`src/rtl/mastermind_engine.sv`:
```
// Mastermind scoring core: latches the secret code, accepts guesses over valid/ready and scores
// them one colour per cycle. Define MM_HISTORY_EN to keep a per-turn {guess, exact, partial} history.
module mastermind_engine #(
  parameter int PEGS      = 4,
  parameter int COLOR_W   = 3,
  parameter int MAX_TURNS = 8,
  parameter int TURN_W    = $clog2(MAX_TURNS + 1),
  parameter int CNT_W     = $clog2(PEGS + 1)
) (
  input  logic                    clk,
  input  logic                    reset_n,
  input  logic                    new_game,
  input  logic [PEGS*COLOR_W-1:0] code,
  input  logic                    guess_valid,
  input  logic [PEGS*COLOR_W-1:0] guess,
  output logic                    guess_ready,
  output logic                    score_valid,
  output logic [CNT_W-1:0]        exact,
  output logic [CNT_W-1:0]        partial,
  output logic [TURN_W-1:0]       turn_count,
  output logic                    game_over,
  output logic                    win,
  input  logic [TURN_W-1:0]       hist_sel,
  output logic [PEGS*COLOR_W-1:0] hist_guess,
  output logic [CNT_W-1:0]        hist_exact,
  output logic [CNT_W-1:0]        hist_partial
);

  // state  | meaning
  // IDLE   | after reset, waiting for new_game
  // WAIT   | ready for a guess
  // SCORE  | accumulating min(code count, guess count) per colour
  // REPORT | score_valid pulse, turn/win/game_over update
  // DONE   | game finished, waiting for new_game
  typedef enum logic [2:0] {S_IDLE, S_WAIT, S_SCORE, S_REPORT, S_DONE} state_t;

  localparam int CW = PEGS * COLOR_W;

  state_t             state_q, state_d;
  logic [CW-1:0]      code_q, guess_q;
  logic [COLOR_W-1:0] col_q;
  logic [CNT_W-1:0]   sum_q, sum_next, exact_acc_q, exact_q, partial_q, exact_new;
  logic [CNT_W-1:0]   cnt_code, cnt_guess, min_cnt;
  logic [TURN_W-1:0]  turn_q;
  logic               game_over_q, win_q;
  logic               last_col;

  assign last_col   = &col_q;
  assign exact      = exact_q;
  assign partial    = partial_q;
  assign turn_count = turn_q;
  assign game_over  = game_over_q;
  assign win        = win_q;

  always_comb begin
    exact_new = '0;
    for (int p = 0; p < PEGS; p++)
      if (guess[p*COLOR_W +: COLOR_W] == code_q[p*COLOR_W +: COLOR_W])
        exact_new = exact_new + CNT_W'(1);
  end

  always_comb begin
    cnt_code  = '0;
    cnt_guess = '0;
    for (int p = 0; p < PEGS; p++) begin
      if (code_q[p*COLOR_W +: COLOR_W] == col_q)  cnt_code  = cnt_code + CNT_W'(1);
      if (guess_q[p*COLOR_W +: COLOR_W] == col_q) cnt_guess = cnt_guess + CNT_W'(1);
    end
    min_cnt  = (cnt_code < cnt_guess) ? cnt_code : cnt_guess;
    sum_next = sum_q + min_cnt;
  end

  always_ff @(posedge clk or negedge reset_n) begin
    if (!reset_n) state_q <= S_IDLE;
    else          state_q <= state_d;
  end

  always_comb begin
    state_d     = state_q;
    guess_ready = 1'b0;
    score_valid = 1'b0;
    case (state_q)
      S_IDLE: ;
      S_WAIT: begin
        guess_ready = 1'b1;
        if (guess_valid) state_d = S_SCORE;
      end
      S_SCORE: if (last_col) state_d = S_REPORT;
      S_REPORT: begin
        score_valid = 1'b1;
        if (exact_q == CNT_W'(PEGS) || (turn_q + TURN_W'(1)) == TURN_W'(MAX_TURNS))
          state_d = S_DONE;
        else
          state_d = S_WAIT;
      end
      S_DONE: ;
      default: state_d = S_IDLE;
    endcase
    // new_game overrides everything, including a guess offered in the same cycle
    if (new_game) state_d = S_WAIT;
  end

  always_ff @(posedge clk or negedge reset_n) begin
    if (!reset_n) begin
      code_q      <= '0;
      guess_q     <= '0;
      col_q       <= '0;
      sum_q       <= '0;
      exact_acc_q <= '0;
      exact_q     <= '0;
      partial_q   <= '0;
      turn_q      <= '0;
      game_over_q <= 1'b0;
      win_q       <= 1'b0;
    end else if (new_game) begin
      code_q      <= code;
      turn_q      <= '0;
      game_over_q <= 1'b0;
      win_q       <= 1'b0;
      exact_q     <= '0;
      partial_q   <= '0;
    end else begin
      case (state_q)
        S_WAIT: if (guess_valid) begin
          guess_q     <= guess;
          exact_acc_q <= exact_new;
          col_q       <= '0;
          sum_q       <= '0;
        end
        S_SCORE: begin
          col_q <= col_q + COLOR_W'(1);
          sum_q <= sum_next;
          // publish both counts together so they are valid during the REPORT pulse
          if (last_col) begin
            exact_q   <= exact_acc_q;
            partial_q <= sum_next - exact_acc_q;
          end
        end
        S_REPORT: begin
          turn_q <= turn_q + TURN_W'(1);
          if (exact_q == CNT_W'(PEGS)) begin
            win_q       <= 1'b1;
            game_over_q <= 1'b1;
          end else if ((turn_q + TURN_W'(1)) == TURN_W'(MAX_TURNS)) begin
            game_over_q <= 1'b1;
          end
        end
        default: ;
      endcase
    end
  end

`ifdef MM_HISTORY_EN
  localparam int HIDX_W = (MAX_TURNS > 1) ? $clog2(MAX_TURNS) : 1;

  logic [CW-1:0]    hg_q [MAX_TURNS];
  logic [CNT_W-1:0] he_q [MAX_TURNS];
  logic [CNT_W-1:0] hp_q [MAX_TURNS];

  always_ff @(posedge clk or negedge reset_n) begin
    if (!reset_n) begin
      for (int i = 0; i < MAX_TURNS; i++) begin
        hg_q[i] <= '0;
        he_q[i] <= '0;
        hp_q[i] <= '0;
      end
    end else if (new_game) begin
      for (int i = 0; i < MAX_TURNS; i++) begin
        hg_q[i] <= '0;
        he_q[i] <= '0;
        hp_q[i] <= '0;
      end
    end else if (state_q == S_REPORT) begin
      hg_q[turn_q[HIDX_W-1:0]] <= guess_q;
      he_q[turn_q[HIDX_W-1:0]] <= exact_q;
      hp_q[turn_q[HIDX_W-1:0]] <= partial_q;
    end
  end

  always_comb begin
    hist_guess   = '0;
    hist_exact   = '0;
    hist_partial = '0;
    if (hist_sel < turn_q) begin
      hist_guess   = hg_q[hist_sel[HIDX_W-1:0]];
      hist_exact   = he_q[hist_sel[HIDX_W-1:0]];
      hist_partial = hp_q[hist_sel[HIDX_W-1:0]];
    end
  end
`else
  logic unused_hist_sel;
  assign unused_hist_sel = ^hist_sel;
  assign hist_guess      = '0;
  assign hist_exact      = '0;
  assign hist_partial    = '0;
`endif

endmodule

```
`config.mk`:
```
export PLATFORM = sky130hd
export DESIGN_NAME = mastermind_engine
export DESIGN_NICKNAME = d
export VERILOG_FILES = /design/src/rtl/mastermind_engine.sv
export SDC_FILE = /design/constraint.sdc
export NUM_CORES = 1
export LEC_CHECK = 0
export BUFFER_PORTS_ARGS = -buffer_cell sky130_fd_sc_hd__buf_2
export CORE_MARGIN = 2
export CORE_UTILIZATION = 45
export CTS_CLUSTER_DIAMETER = 30
export CTS_CLUSTER_SIZE = 14
export DETAILED_ROUTE_END_ITERATION = 6
export GPL_TIMING_DRIVEN = 1
export MAX_ROUTING_LAYER = met4
export PLACE_DENSITY = 0.68
export SYNTH_ARGS = -nofsm -noshare
export SYNTH_HDL_FRONTEND = slang
export SYNTH_SLANG_ARGS = --single-unit
```
`constraint.sdc`:
```
create_clock -name clk -period 9.88 [get_ports clk]
set_input_delay 0.988 -clock clk [delete_from_list [all_inputs] [get_ports clk]]
set_output_delay 0.988 -clock clk [all_outputs]
set_load 0.01 [all_outputs]
```
; ---- Yosys cells after proc, flatten, opt, wreduce, memory -nomap -nowiden
; Index checks and enable logic that the tools add are counted.
[totals]
mem_bits_ro = 0
latchBits = 0
output_inout_bits = 32
mem_count = 0
inputBits = 32
regBits = 48
word_cells = 102
ramBits = 0
[op_classes]
n_shift = 0
magnitude_cmp = 1
n_eq_ne = 22
reduce_logical = 16
mux = 38
bitwise_logic = 1
add_sub_neg = 13
div_mod_pow = 0
mul = 0
[op_table]
columns = operator, count
row1 = 3-bit 2-to-1 mux, 21
row2 = 3-bit == test, 12
row3 = "3-bit by 1-bit adder with 3-bit output, second input constant", 10
row4 = 1-bit 2-to-1 mux, 12
row5 = 3-bit one-hot mux with 2 select lines, 2
row6 = 3-bit one-hot mux with 4 select lines, 1
row7 = 3-bit AND reduction, 4
row8 = 2-bit nonzero test, 5
row9 = 4-bit 2-to-1 mux, 2
row10 = "3-bit by 2-bit == test with 1-bit output, second input constant", 2
row11 = "3-bit == test, second input constant", 2
row12 = "3-bit != test, second input constant", 2
row13 = 2-bit AND reduction, 3
row14 = "4-bit by 1-bit adder with 4-bit output, second input constant", 1
row15 = "4-bit == test, second input constant", 1
row16 = 3-bit adder, 1
row17 = "3-bit by 1-bit == test with 1-bit output, second input constant", 1
row18 = 3-bit logical NOT, 1
row19 = 3-bit less-than comparator, 1
row20 = 3-bit nonzero test, 1
row21 = 3-bit subtractor, 1
row22 = "2-bit by 1-bit != test with 1-bit output, second input constant", 1
row23 = "2-bit != test, second input constant", 1
row24 = 2-bit OR reduction, 1
row25 = other kinds (2), 2

; ---- Longest topological paths before layout
; Gate-level depths: netlist (run 1).
[logic_depth]
depth_word = 15
mapped_depth = 22

; ---- Least setup slack after synthesis (run 1)
; Ideal clock, no wire load.
[synth_timing]
path_kind = reg-to-reg
start = reg col_q[2]
end = reg partial_q[2], in the netlist partial[2]
path_buffers = 1
period_less_slack_ns = 4.391
t_arrival_ns = 4.269
setup_time_ns = 0.122
stages_incl_launch_ff = 22
path_slack_ns = 5.489
cell_sequence = dfrtp_1 > buf_4 > xnor2_1 > and3_1 > ha_1 > or4_4 > nand2_1 > ha_1 > nand4_1 > xnor2_1 > ha_1 > inv_1 > a21oi_1 > a2bb2oi_1 > a21oi_1 > ha_1 > fa_1 > inv_1 > fa_1 > xnor2_1 > xnor2_1 > o21ai_1
[synth_via]
elab_chain_len = 15
word_cells_on_any_way = 32
cone_classes = add/sub: 8 / order compare: 1 / eq/ne: 8 / mux: 12 / reduce/logical: 3
[synth_lines]
columns = element, line
row1 = from (decl), 41  ; logic [COLOR_W-1:0] col_q;
row2 = from (signal assigned), 131  ; col_q <= col_q + COLOR_W'(1);
row3 = 3-bit == test (on tied branches), "66, 67"
row4 = 1-bit 2-to-1 mux (on tied branches), "66, 67"
row5 = 3-bit by 1-bit adder with 3-bit output (on tied branches), "66, 67"
row6 = 3-bit 2-to-1 mux (on tied branches), "66, 67"
row7 = 3-bit by 1-bit adder with 3-bit output (on tied branches), "66, 67"
row8 = 3-bit 2-to-1 mux (on tied branches), "66, 67"
row9 = 3-bit by 1-bit adder with 3-bit output (on tied branches), "66, 67"
row10 = 3-bit 2-to-1 mux (on tied branches), "66, 67"
row11 = 3-bit less-than comparator, 69  ; min_cnt = (cnt_code < cnt_guess) ? cnt_code : cnt_guess;
row12 = 3-bit 2-to-1 mux, 69
row13 = 3-bit adder, 70  ; sum_next = sum_q + min_cnt;
row14 = 3-bit subtractor, 136  ; partial_q <= sum_next - exact_acc_q;
row15 = 3-bit 2-to-1 mux, 134  ; if (last_col) begin
row16 = 3-bit 2-to-1 mux, 123  ; case (state_q)
row17 = 3-bit 2-to-1 mux, 115  ; end else if (new_game) begin
row18 = to (signal assigned), 136
row19 = to (decl), 42  ; logic [CNT_W-1:0] sum_q, sum_next, exact_acc_q, exact_q, partial_q, exact_new;
; Parallel ways exist; a longest one is shown, timed or not. The select of a mux whose other input is x is not followed.
; A chain may end at the register's enable or synchronous reset.

; ---- Final worst setup path (run 1)
; Same ends and word-level chain as after synthesis.

==> results of run 1 <==
## sequential cells by signal, summed over array words and instances (netlist names)
register	flops
code_q	12
col_q	3
exact	3
exact_acc_q	3
game_over	1
guess_q	12
partial	3
state_q	3
sum_q	3
turn_count	4
win	1
## worst register-to-register path: cells and delay by family (launching register included)
kind,cells,cell delay [ps]
simple gates,4,960
fa+ha+maj,6,1850
compound gates,4,410
xor+xnor,4,750
buf+inv,2,140
flops,1,710
## routing by layer
metal / GRT usage (%) / part of all wire (%) / up-vias
li1: - / - / 998
met1: 20.0 / 47 / 967
met2: 26.0 / 48 / 44
met3: 2.33 / 3.0 / 9
met4: 6.49 / 1.9 / 0
met5: - / 0 / -
## per-stage QoR
step | area, um2 | hold WS (ps) | cells | power [uW] | setup slack, ps
6_report | 3260 | 494 | 400 | 586 | 4960
5_1_grt | 3260 | 535 | 400 | 632 | 4610
4_1_cts | 3260 | 496 | 400 | 593 | 4960
3_5_place_dp | 3150 | 475 | 392 | 452 | 5000
3_3_place_gp | 3150 | 470 | 392 | 446 | 5070
2_1_floorplan | 3030 | 462 | 300 | 414 | 5490
## synthesized netlist by cell type (2+ instances only)
cell and n:
sky130_fd_sc_hd__ha_1 17, sky130_fd_sc_hd__and3_1 4, sky130_fd_sc_hd__clkbuf_1 4, sky130_fd_sc_hd__xnor2_1 30
sky130_fd_sc_hd__o21ai_1 13, sky130_fd_sc_hd__nor2_1 15, sky130_fd_sc_hd__fa_1 2, sky130_fd_sc_hd__buf_4 19
sky130_fd_sc_hd__dfrtp_1 48, sky130_fd_sc_hd__nor3_1 7, sky130_fd_sc_hd__inv_2 3, sky130_fd_sc_hd__buf_6 2
sky130_fd_sc_hd__nand3_1 6, sky130_fd_sc_hd__a22o_1 2, sky130_fd_sc_hd__xor2_1 18, sky130_fd_sc_hd__inv_1 10
sky130_fd_sc_hd__nand2_1 20, sky130_fd_sc_hd__nand2b_1 2, sky130_fd_sc_hd__nand4_1 2, sky130_fd_sc_hd__mux2i_1 5
sky130_fd_sc_hd__mux2_2 2, sky130_fd_sc_hd__a21oi_1 9, sky130_fd_sc_hd__mux2_1 22, sky130_fd_sc_hd__or3_1 2
sky130_fd_sc_hd__a32o_1 3
## power groups by stage
stage	clock, uW	sequential [uW]	combinational [uW]
after floorplan	0	242	172
after global placement	0	252	194
after detailed placement	0	253	199
after CTS	143	249	201
after global routing	150	253	229
final	139	248	199
## area by class of cell
cell class | count | area [um2]
timing repair buffer | 41 | 205
clock inverter | 2 | 35.0
inverter | 13 | 48.8
tap | 77 | 96.3
multi-input combinational | 213 | 1600
fill | 587 | 3090
clock buffer | 6 | 72.6
sequential | 48 | 1200
## cell families (layout without fill, tap and decap cells)
group | Yosys count | after routing
adders and majority gates | 19 | 19
AOI/OAI and AO/OA | 33 | 33
and+or+nand+nor | 65 | 65
buffers and inverters | 39 | 62
DFF | 48 | 48
xor gates and xnor gates | 49 | 49
other | 1 | 18
muxes | 29 | 29
## path summary, 6_finish.rpt
kind | start | to | cells past startpoint
min | partial[0] | partial[0] | 2
min reg2reg | partial[0] | partial[0] | 2
min in group asynchronous | reset_n | code_q[5] | 1
max in group asynchronous | reset_n | guess_q[0] | 1
max | col_q[2] | partial[2] | 20
max reg2reg | col_q[2] | partial[2] | 20
==> results.sh, run 1 <==
export IMPL_power_switching_uw=194
export IMPL_critical_path_required_time_ps=10070
export IMPL_finalCoreUtilization_pct=51.3
export IMPL_netlist_area_um2=2970
export IMPL_critPathMaxFanout=10
export IMPL_slew_limit_headroom_pct=30.1
export IMPL_finalHoldViolations=0
export IMPL_status="finished clean"
export IMPL_routed_length_per_instance_um=13.1
export IMPL_grt_antenna_before_repair=0
export IMPL_muxShareOfSynthArea_pct=10.8
export IMPL_grt_max_degree=49
export IMPL_ant_nets=0
export IMPL_worstHoldPathType="register to register"
export IMPL_h_tree_lvl_count=2
export IMPL_detailroute_via_count=2018
export IMPL_synth_yosys_seq_area_share_pct=40.5
export IMPL_die_width_um=85.2
export IMPL_drive_above_1_share_pct=17.6
export IMPL_synth_simple_gate_area_share_pct=10.6
export IMPL_fin_tns_setup_ps=0
export IMPL_initial_utilization_pct=46.8
export IMPL_fp_dieH_um=85.2
export IMPL_grt_first_pass_wirelength_mm=9.10
export IMPL_synth_avg_cell_area_um2=10.5
export IMPL_leakagePower_uw=0.00158
export IMPL_totalWireLength_mm=5.25
export IMPL_worst_ir_drop_vdd_uv=100
export IMPL_nNetsFinal=373
export IMPL_detailedRoute_firstIterationViolations=56
export IMPL_post_synth_top_area_cell="sky130_fd_sc_hd__dfrtp_1"
export IMPL_synth_compound_gate_area_share_pct=6.95
export IMPL_family_with_the_most_delay_on_the_worst_path="adder cells"
export IMPL_synthArstFlopShare_pct=100
export IMPL_worst_setup_path_end_kind="register"
export IMPL_cap_viol_max_count=0
export IMPL_num_ports=64
export IMPL_post_drt_via_cell_ratio=5.05
export IMPL_finalClockSkew_ps=11.3
export IMPL_layout_common_cells="sky130_fd_sc_hd__dfrtp_1, sky130_fd_sc_hd__buf_2, sky130_fd_sc_hd__xnor2_1, sky130_fd_sc_hd__mux2_1, sky130_fd_sc_hd__nand2_1"
export IMPL_clk_pin_slew_worst_paths_ps=90
export IMPL_synth_distinct_cells=41
export IMPL_yosysWarnings=0
export IMPL_start_kind="register"
export IMPL_fmaxAchievable_mhz=203
export IMPL_post_synth_xor_xnor_area_pct=14.7
export IMPL_clock_tree_root_cell="sky130_fd_sc_hd__clkbuf_8"
export IMPL_synthDominantCellAreaShare_pct=40.5
export IMPL_intPower_uw=391
export IMPL_tritoncts_num_sinks=48
export IMPL_grt_pass1_vias=2007
export IMPL_period_share_pct=49.8
export IMPL_worst_path_largest_cell_delay_ps=710
export IMPL_crit_arrival_ps=5110
export IMPL_pwr_density_cell_nw_per_um2=180
export IMPL_setup_repair_bufs_after_cts=0
export IMPL_timing_critical_path_slowest_stage_cell="sky130_fd_sc_hd__dfrtp_1"
export IMPL_synth_top_cells_by_area="sky130_fd_sc_hd__dfrtp_1, sky130_fd_sc_hd__xnor2_1, sky130_fd_sc_hd__mux2_1"
export IMPL_ys_dominant_reg_cell="sky130_fd_sc_hd__dfrtp_1"
export IMPL_unrepaired_setup_endpoints_after_global_routing="no"
export IMPL_first_pass_iters=4
export IMPL_setup_viol_count_final=0
export IMPL_globalRoute_totalOverflow=0
export IMPL_layout_commonest_cell="sky130_fd_sc_hd__dfrtp_1"
export IMPL_tritoncts="built"
export IMPL_finalMaxSlewViolations=0
export IMPL_port_buffers=41
export IMPL_ctsHoldBuffers=0
export IMPL_timing_final_crit_period_ps=4920
export IMPL_route_detailed_drc=0
export IMPL_core_area_um2=6350
export IMPL_clock_power_share_pct=23.7
export IMPL_setup_worst_path_class="register to register"
export IMPL_cells_resized_by_post_cts_repair=0
export IMPL_number_of_buffers_on_the_longest_clock_path=2
export IMPL_cts_made_buffers=5
export IMPL_dieArea_um2=7260
export IMPL_reg2reg_setup_slack_ps=4960
export IMPL_diodes=0
export IMPL_tightest_slew_ps=1050
export IMPL_synth_top_family_by_area="XOR/XNOR gates"
export IMPL_place_gp_congestion=0.800
export IMPL_areaGrowthSynthToFinish_pct=9.73
export IMPL_synth_enable_flop_cells=0
export IMPL_postSynthRegisterBits=48
export IMPL_share_seq_of_total_power_pct=42.4
export IMPL_switching_share_pct=33.2
export IMPL_combinationalPowerShare_pct=33.9
export IMPL_globalRouteTotalUtil_pct=16.0
export IMPL_cells_after_synthesis=283
export IMPL_num_rows=29
export IMPL_dp_hpwl_mm=4.08
export IMPL_clk_latency_ps=300
export IMPL_synth_adder_area_share_pct=8.51
export IMPL_series_of_cell_instances_along_the_critical_path="xnor2_1, and3_1, ha_1, or4_4, nand2_1, ha_1, nand4_1, xnor2_1, ha_1, inv_1, a21oi_1, a2bb2oi_1, a21oi_1, ha_1, fa_1, inv_1, fa_1, xnor2_1, xnor2_1, o21ai_1"
export IMPL_critical_path_buf_inv_count=2
Note: power is estimated with default switching activity, not from simulation.
==> run 2, diff against run 1 <==
==> constraint.sdc (replaced) <==
create_clock -name clk -period 5.1 [get_ports clk]
set_input_delay 0.51 -clock clk [delete_from_list [all_inputs] [get_ports clk]]
set_output_delay 0.51 -clock clk [all_outputs]
set_load 0.01 [all_outputs]
==> results.sh, run 2 (synthesis results as in run 1) <==
export IMPL_layout_commonest_cell="sky130_fd_sc_hd__dfrtp_1"
export IMPL_dieArea_um2=7260
export IMPL_crit_arrival_ps=4840
export IMPL_h_tree_lvl_count=2
export IMPL_series_of_cell_instances_along_the_critical_path="xnor2_1, nand3_1, inv_1, ha_1, or4_4, nand2_1, ha_1, nand4_1, xnor2_1, ha_1, inv_1, a21oi_1, a2bb2oi_1, a21oi_1, ha_1, fa_1, inv_1, fa_1, xnor2_1, xnor2_1, o21ai_1"
export IMPL_initial_utilization_pct=46.8
export IMPL_worst_path_largest_cell_delay_ps=560
export IMPL_clk_pin_slew_worst_paths_ps=90
export IMPL_route_detailed_drc=0
export IMPL_core_area_um2=6350
export IMPL_fin_tns_setup_ps=0
export IMPL_worstHoldPathType="input pin to asynchronous set/reset pin"
export IMPL_finalMaxSlewViolations=0
export IMPL_critical_path_required_time_ps=5290
export IMPL_tritoncts_num_sinks=48
export IMPL_diodes=0
export IMPL_fin_hold_ws_ps=397
export IMPL_pwr_density_cell_nw_per_um2=338
export IMPL_dp_hpwl_mm=4.22
export IMPL_grt_max_degree=49
export IMPL_worst_ir_drop_vdd_uv=176
export IMPL_globalRouteTotalUtil_pct=16.3
export IMPL_num_rows=29
export IMPL_start_kind="register"
export IMPL_post_place_ws_ps=438
export IMPL_areaGrowthSynthToFinish_pct=10.0
export IMPL_fp_dieH_um=85.2
export IMPL_die_width_um=85.2
export IMPL_ctsHoldBuffers=0
export IMPL_family_with_the_most_delay_on_the_worst_path="adder cells"
export IMPL_number_of_buffers_on_the_longest_clock_path=2
export IMPL_num_ports=64
export IMPL_setup_worst_path_class="register to register"
export IMPL_port_buffers=41
export IMPL_critPathMaxFanout=7
export IMPL_setup_repair_bufs_after_cts=0
export IMPL_cells_resized_by_post_cts_repair=0
export IMPL_tightest_slew_ps=1060
export IMPL_period_share_pct=91.3
export IMPL_cap_viol_max_count=0
export IMPL_crit_reg2reg_capture="partial[2]"
export IMPL_critical_path_buf_inv_count=3
export IMPL_routed_length_per_instance_um=13.2
export IMPL_leakagePower_uw=0.00159
export IMPL_post_drt_via_cell_ratio=5.06
export IMPL_cts_made_buffers=5
export IMPL_globalRoute_totalOverflow=0
export IMPL_worstRegToRegCells=21
export IMPL_detailedRoute_firstIterationViolations=60
export IMPL_totalWireLength_mm=5.31
export IMPL_status="finished clean"
export IMPL_final_fill_count=583
export IMPL_unrepaired_setup_endpoints_after_global_routing="no"
export IMPL_tritoncts="built"
export IMPL_worst_setup_path_end_kind="register"
export IMPL_grt_first_pass_wirelength_mm=9.23
export IMPL_timing_critical_path_slowest_stage_cell="sky130_fd_sc_hd__or4_4"
export IMPL_finalHoldViolations=0
export IMPL_place_gp_congestion=0.822
export IMPL_drive_above_1_share_pct=18.4
export IMPL_ant_nets=0
export IMPL_slew_limit_headroom_pct=29.5
export IMPL_clock_tree_root_cell="sky130_fd_sc_hd__clkbuf_8"
export IMPL_detailroute_via_count=2039
export IMPL_reg2reg_setup_slack_ps=440
export IMPL_layout_setup_ws_ps=444
export IMPL_layout_common_cells="sky130_fd_sc_hd__dfrtp_1, sky130_fd_sc_hd__buf_2, sky130_fd_sc_hd__xnor2_1, sky130_fd_sc_hd__mux2_1, sky130_fd_sc_hd__nand2_1"
export IMPL_finalClockSkew_ps=4.60
export IMPL_grt_antenna_before_repair=0
export IMPL_worstReg2RegStart="col_q[0]"
export IMPL_first_pass_iters=4
export IMPL_setup_viol_count_final=0
export IMPL_timing_final_crit_period_ps=4660
export IMPL_fmaxAchievable_mhz=215
export IMPL_grt_pass1_vias=1955
export IMPL_nNetsFinal=376
export IMPL_clk_latency_ps=300
## run 2: cell types whose count changed in the layout (fill, tap and decap cells not counted)
cell	change
sky130_fd_sc_hd__buf_4	+3
sky130_fd_sc_hd__bufinv_16	-1
sky130_fd_sc_hd__clkbuf_8	+1
sky130_fd_sc_hd__clkinv_2	-1
sky130_fd_sc_hd__clkinvlp_4	+1
## run 2: final cells by class
type | instances | area (um2) | share of cell area [%]
Clock buffer | 7 | 86.3 | 2.64
Clock inverter | 1 | 7.51 | 0.230
Inverter | 13 | 48.8 | 1.49
Multi-Input combinational cell | 213 | 1600 | 48.9
Sequential cell | 48 | 1200 | 36.8
Tap cell | 77 | 96.3 | 2.95
Timing Repair Buffer | 44 | 228 | 6.97
## run 2: worst max-delay path by stage
stage                        start          to  slack (ps)  depth (start not counted)
after floorplan           col_q[2]  partial[2]         710                         21
after global placement    col_q[0]  partial[2]         480                         20
after detailed placement  col_q[0]  partial[2]         440                         20
after CTS                 col_q[0]  partial[2]         400                         21
after global routing      col_q[0]  partial[2]         110                         21
final                     col_q[0]  partial[2]         440                         21
## run 2: power breakdown
group          leakage [uW]  internal [uW]  switching [uW]
registers          0.000610            429            49.3
logic              0.000933            188             208
clock network     0.0000445            110             120
## run 2: stage by stage
step | utilization [%] | std cells | power (uW) | cell area [um2]
6_report | 51.4 | 403 | 1100 | 3270
5_1_grt | 51.4 | 403 | 1190 | 3270
4_1_cts | 51.4 | 403 | 1120 | 3270
3_5_place_dp | 50.0 | 395 | 885 | 3170
3_3_place_gp | 50.0 | 395 | 870 | 3170
2_1_floorplan | - | 300 | 801 | 3030
## run 2: per-layer routing
layer | track usage, % | routed length [um] | vias to the layer above
li1 | - | - | 1006
met1 | 21.7 | 2450 | 985
met2 | 25.9 | 2630 | 42
met3 | 2.33 | 163 | 6
met4 | 4.76 | 74 | 0
met5 | - | 0 | -
